$ cat src/rtl/core_pkg.sv
// Shared core types and helpers for the fetch/decode boundary.
package core_pkg;

   typedef struct packed {
      logic [31:0] istr;
      logic [31:0] pc;
      logic        is_c;
   } istr_entry_t;

   function automatic logic is_compressed(input logic [31:0] istr);
      return istr[1:0] != 2'b11;
   endfunction

endpackage

$ cat src/rtl/core_istr_fifo.sv
// Instruction queue between fetch and decode; one-cycle latency, no bypass, one-cycle flush.
// in_ready = !full from registered count only, so decode stalls never reach fetch combinationally.
module core_istr_fifo
   import core_pkg::*;
#(
   parameter int DEPTH = 4,
   parameter int CNT_W = $clog2(DEPTH) + 1
) (
   input  logic             clk,
   input  logic             rest,
   input  logic             flush_en,
   input  logic [31:0]      in_istr,
   input  logic [31:0]      in_pc,
   input  logic             in_valid,
   output logic             in_ready,
   output logic [31:0]      out_istr,
   output logic [31:0]      out_pc,
   output logic             out_is_c,
   output logic             out_valid,
   input  logic             out_ready,
   output logic [CNT_W-1:0] count
);

   localparam int PTR_W = $clog2(DEPTH);

   istr_entry_t      mem [DEPTH];
   istr_entry_t      head;
   logic [PTR_W-1:0] wp;
   logic [PTR_W-1:0] rp;
   logic             push;
   logic             pop;

   assign in_ready  = (count != CNT_W'(DEPTH));
   assign out_valid = (count != '0);
   assign push      = in_valid && in_ready && !flush_en;
   assign pop       = out_valid && out_ready && !flush_en;

   always_ff @(posedge clk or posedge rest) begin
      if (rest) begin
         wp    <= '0;
         rp    <= '0;
         count <= '0;
      end else if (flush_en) begin
         wp    <= '0;
         rp    <= '0;
         count <= '0;
      end else begin
         if (push) wp <= wp + 1'b1;
         if (pop)  rp <= rp + 1'b1;
         case ({push, pop})
            2'b10:   count <= count + 1'b1;
            2'b01:   count <= count - 1'b1;
            default: count <= count;
         endcase
      end
   end

   // Storage carries no reset; validity is tracked entirely by count.
   always_ff @(posedge clk) begin
      if (push) begin
         mem[wp] <= '{istr: in_istr, pc: in_pc, is_c: is_compressed(in_istr)};
      end
   end

   assign head     = mem[rp];
   assign out_istr = out_valid ? head.istr : '0;
   assign out_pc   = out_valid ? head.pc   : '0;
   assign out_is_c = out_valid ? head.is_c : 1'b0;

endmodule

$ cat config.mk
export PLATFORM = sky130hd
export DESIGN_NAME = core_istr_fifo
export DESIGN_NICKNAME = d
export VERILOG_FILES = /design/src/rtl/core_pkg.sv /design/src/rtl/core_istr_fifo.sv
export SDC_FILE = /design/constraint.sdc
export NUM_CORES = 1
export LEC_CHECK = 0
export ABC_AREA = 1
export CAP_MARGIN = 20
export CELL_PAD_IN_SITES_DETAIL_PLACEMENT = 0
export CELL_PAD_IN_SITES_GLOBAL_PLACEMENT = 2
export CORE_UTILIZATION = 42
export CTS_BUF_LIST = sky130_fd_sc_hd__clkbuf_8
export DETAILED_ROUTE_END_ITERATION = 12
export GPL_ROUTABILITY_DRIVEN = 0
export GPL_TIMING_DRIVEN = 1
export PLACE_DENSITY_LB_ADDON = 0.1
export SLEW_MARGIN = 25
export SYNTH_ARGS = -nofsm -noshare
export SYNTH_HDL_FRONTEND = slang
export SYNTH_SLANG_ARGS = --single-unit
$ cat constraint.sdc
create_clock -name clk -period 12.8 [get_ports clk]
set_input_delay 2.56 -clock clk [delete_from_list [all_inputs] [get_ports clk]]
set_output_delay 2.56 -clock clk [all_outputs]
set_load 0.01 [all_outputs]
# Yosys cells after proc, flatten, opt, wreduce, memory -nomap -nowiden
# Memories as Yosys holds them, arrays and structs flattened.
# Index checks and enable logic that the tools add are counted.
# Widths: inputs -> output; s select.
[op_classes] n_mux=11 n_eq_ne=4 n_addsub=4 reduce_logical=9
[op_table] cell="$mux 32" n=2
[op_table] cell="$mux 2" n=4
[op_table] cell="$pmux 3 s2" n=1
[op_table] cell="$reduce_bool 3->1" n=2
[op_table] cell="$add 2x1->2 const B" n=2
[op_table] cell="$logic_and 1x1->1" n=4
[op_table] cell="$reduce_bool 2->1" n=2
[op_table] cell="$add 3x1->3 const B" n=1
[op_table] cell="$mux 1" n=3
[op_table] cell="$mux 3" n=1
[op_table] cell="$ne 3x3->1 const B" n=1
[op_table] cell="$sub 3x1->3 const B" n=1
[op_table] cell="$eq 2x1->1 const B" n=1
[op_table] cell="$eq 2x2->1 const B" n=1
[op_table] cell="$ne 2x2->1 const B" n=1
[op_table] cell="$logic_not 1->1" n=1
[word_totals] n_memories=1 ram_bits=260 elab_cells=32 ff_bits=7
[mem_list] name="mem" depth=4 width=65 rd=1 rd_ports_with_merged_regs=0 write_ports=1 line="core_istr_fifo.sv:26" text="istr_entry_t mem [DEPTH];"

# Logic depth before layout (Yosys ltp)
[depth] depth_word=6 ltp_mapped=12

# Worst setup path before layout
# OpenSTA, ideal clock, no wires.
[synth_path] kind="input-to-reg" startpoint="input in_valid" endpoint="memory mem[0][0] (netlist bit), enable pin" setup_slack_ns=6.735 n_path_buf=0 path_stages=4 t_arrival_ns=5.577 t_required_ns=12.312 path_cell_list="nand2_2 > nor2_1 > inv_1 > nor2_1"
[synth_via] elab_chain_cells=4
[synth_rtl] item="from (decl)" line="core_istr_fifo.sv:14" text="input logic in_valid,"
[synth_rtl] item="$logic_and 1x1->1 (2 in series)" line="core_istr_fifo.sv:35" text="assign push = in_valid && in_ready && !flush_en;"
[synth_rtl] item="$mux 1" line="core_istr_fifo.sv:60" text="if (push) begin"
[synth_rtl] item="$mux 1 (not written as such)" line="core_istr_fifo.sv:61" text="mem[wp] <= '{istr: in_istr, pc: in_pc, is_c: is_compressed(in_istr)};"
[synth_rtl] item="to (decl)" line="core_istr_fifo.sv:26"
# No other way between the ends.

# Final worst setup path
[layout_path] startpoint="register rp[0]" endpoint="output out_pc[1]"
[layout_via] elab_chain_cells=2
[layout_rtl] item="from (decl)" line="core_istr_fifo.sv:29" text="logic [PTR_W-1:0] rp;"
[layout_rtl] item="from (signal assigned)" line="core_istr_fifo.sv:49" text="if (pop) rp <= rp + 1'b1;"
[layout_rtl] item="$mem_v2 4x65"
[layout_rtl] item="$mux 32" line="core_istr_fifo.sv:67" text="assign out_pc = out_valid ? head.pc : '0;"
[layout_rtl] item="to (decl)" line="core_istr_fifo.sv:17" text="output logic [31:0] out_pc,"
# No other way between the ends.

==> summary.txt <==
Routing
  • Via count: 6710
  • First-pass DRT Iterations: 4
  • WL per Instance: 18.2 µm
  • Drt via density: 5.00
  • Drt total wl: 24.4 mm
  • # DRC: 0
  • ANT nets after route: 0
  • DRT iter0 DRCs: 348

Placement
  • Post-Place Cells: 1260
  • Number of I/O port buffers: 138
  • DP HPWL: 13.9 mm
  • Placed cell areas: 12300 µm²

Synth
  • Syn Nets: 907
  • Mean post-synth cell area: 12.6 µm²
  • Syn. warnings: 0
  • Yosys reg bits: 267
  • Synth Cell Area: 10500 µm²
  • Post-synth cell types: 22
  • Sequential fraction of the synthesis area: 75.8%
  • Syn Inst Count: 833

Clock tree
  • Worst skew pair latency: 0.55 ns
  • Setup bufs post-CTS: 0
  • H-Tree Depth: 2
  • Clock buffer count from CTS: 46
  • # hold bufs at CTS: 0
  • CTS resizes: 0
  • Clock sink total: 267
  • Reg clk slew, reported paths: 0.06 ns
  • Bufs on Longest Clock Path: 3
  • CTS tree: built
  • CTS root buf: clkbuf_8

Hold path
  • HP Start: count[1]
  • Type of the tightest min-delay check: reg -> reg

Global route
  • Initial antenna violation count: 0
  • GR peak layer: met2
  • Largest net degree at the start of global routing: 77
  • Met3 Resource Use GR: 4.24%
  • Vias in the first global route: 7124
  • Overall fraction of global-route tracks in use: 19.5%
  • Gr ovfl total: 0
  • GR Util met2: 34.3%
  • First-pass GRT wire length: 38.5 mm
  • Met1 GRT Util: 24.0%

Floorplan
  • Die area: 25700 µm²
  • Die Wd: 160 µm
  • I/O pins: 139
  • Rows: 57
  • Die height: 160 µm
  • Initial Util: 43.1%
  • Core Area: 24500 µm²

Setup path
  • Critical-path cell with the highest stage delay: dfrtp_4
  • Worst setup EP type: output port
  • Required @ worst endpoint: 10.24 ns
  • Biggest cell delay along the critical path: 0.72 ns
  • CP arrival: 3.58 ns
  • Cell Chain, Critical Path: inv_4 -> buf_4 -> o21ai_0 -> a21oi_1 -> clkdlybuf4s50_1
  • Crit path from: rp[0]
  • Type of element launching the critical path: flip-flop
  • Critical setup path kind: reg -> out
  • Crit path max fanout: 68
  • Worst r2r src: count[0]

Timing
  • RSZ-0062 raised after global routing: false
  • Final hold violation count: 0
  • Post-route minimum period: 6.14 ns
  • Fmax: 0.163 GHz
  • Worst-margin pin slew: 0.904 ns
  • Setup violators final: 0
  • Setup Skew: 0.0148 ns
  • Slew headroom: 39.8%
  • Final period util: 48.0%
  • Final number of max-transition violations: 0
  • Total negative slack: 0 ns

Layout
  • Layout cells sized above 1: 8.55%
  • Antenna Cells: 0
  • Final Util: 53.6%
  • Leading cell types in the layout, fill and taps excluded: 261 x nor2_1, 260 x edfxtp_1, 138 x clkdlybuf4s50_1, 91 x o21ai_1, 68 x a21oi_1
  • Design Area, Final: 13100 µm²
  • Commonest non-fill, non-tap cell in the layout: nor2_1
  • Nets: 1058
  • Fin cells: 1342
  • Area growth syn-to-layout: 24.5%

Status
  • Status: complete, no violations

Power and ir drop
  • Pwr dens: 195 nW/µm²
  • P_leak: 0.00450 µW
  • VDD IR-drop max: 0.0955 mV

Flow run
  • Max-cap viol count: 0
-- cell usage after synthesis --
cell      number  share of area [%]
nor2_4         1               0.11
dfrtp_1        7                1.7
nand2_1       19               0.68
a21oi_1       68                3.2
ha_1           4               0.48
inv_1         10               0.36
a21boi_2       1               0.11
buf_2         24                1.1
clkbuf_1       9               0.32
inv_2          5               0.18
clkbuf_2       5               0.24
buf_6          2               0.21
o21ai_1       91                4.3
nand3_1        2              0.095
o21ai_0       43                2.0
buf_4         10               0.71
nor2_1       265                9.4
xnor2_1        1              0.083
edfxtp_1     260                 74
fa_1           1               0.19
nor2_2         1              0.059
nand2_2        4               0.24
-- kinds of logic after synthesis --
| group | after synthesis | synth area share [%] |
|---|---|---|
| DFF | 267 | 75.8 |
| adders and majority gates | 5 | 0.665 |
| xor gates and xnor gates | 1 | 0.0832 |
| buffers and inverters | 65 | 3.16 |
| AOI/OAI and AO/OA | 203 | 9.70 |
| and+or+nand+nor | 292 | 10.6 |
-- metrics by stage --
| stage | hold WS [ns] | setup WS [ns] | total power, µW |
|---|---|---|---|
| 2_1_floorplan | 0.580 | 6.73 | 1490 |
| 3_3_place_gp | 0.591 | 7.17 | 1890 |
| 4_1_cts | 0.624 | 6.52 | 2600 |
| 6_report | 0.615 | 6.66 | 2550 |
| 3_5_place_dp | 0.606 | 7.11 | 1910 |
| 5_1_grt | 0.657 | 6.34 | 2700 |
-- flip-flops by register name (all words and copies together) (netlist names) --
name / cells
mem: 260
count: 3
rp: 2
wp: 2
-- metal layers --
layer,share of wire (%),wire (µm)
met1,43,10500
met2,50,12200
met3,5.4,1310
met4,1.7,420
met5,0,0
-- final timing paths --
| path | endpoint | slack (ns) | cells after the start |
|---|---|---|---|
| max in group asynchronous | rp[0] | 10.28 | 2 |
| worst min-delay path | count[1] | 0.62 | 2 |
| min in group asynchronous | count[0] | 2.25 | 2 |
| worst max register to register | mem[0][53] | 10.07 | 8 |
| worst min register to register | count[1] | 0.62 | 2 |
| worst max-delay path | out_pc[1] | 6.66 | 5 |
-- power by group --
part / internal (µW) / switching (µW) / leakage, µW
combinational: 361 / 467 / 0.00156
sequential: 1020 / 36.3 / 0.00245
clock: 352 / 323 / 0.000484
total: 1730 / 826 / 0.00450
-- layout make-up --
cell class / instances / area (µm²)
fill: 2141 / 11300
sequential: 267 / 7990
multi-input combinational: 501 / 2250
timing repair buffer: 153 / 1600
clock buffer: 49 / 674
tap: 324 / 405
clock inverter: 33 / 141
inverter: 15 / 58.8
-- worst max-delay path: cells and delay by family, from the launching register on --
family	cells	cell delay (ns)
buffers and inverters	3	1.83
AO/OA/AOI/OAI	2	0.44
flip-flops	1	0.72
Power figures use the tool's default switching activity.
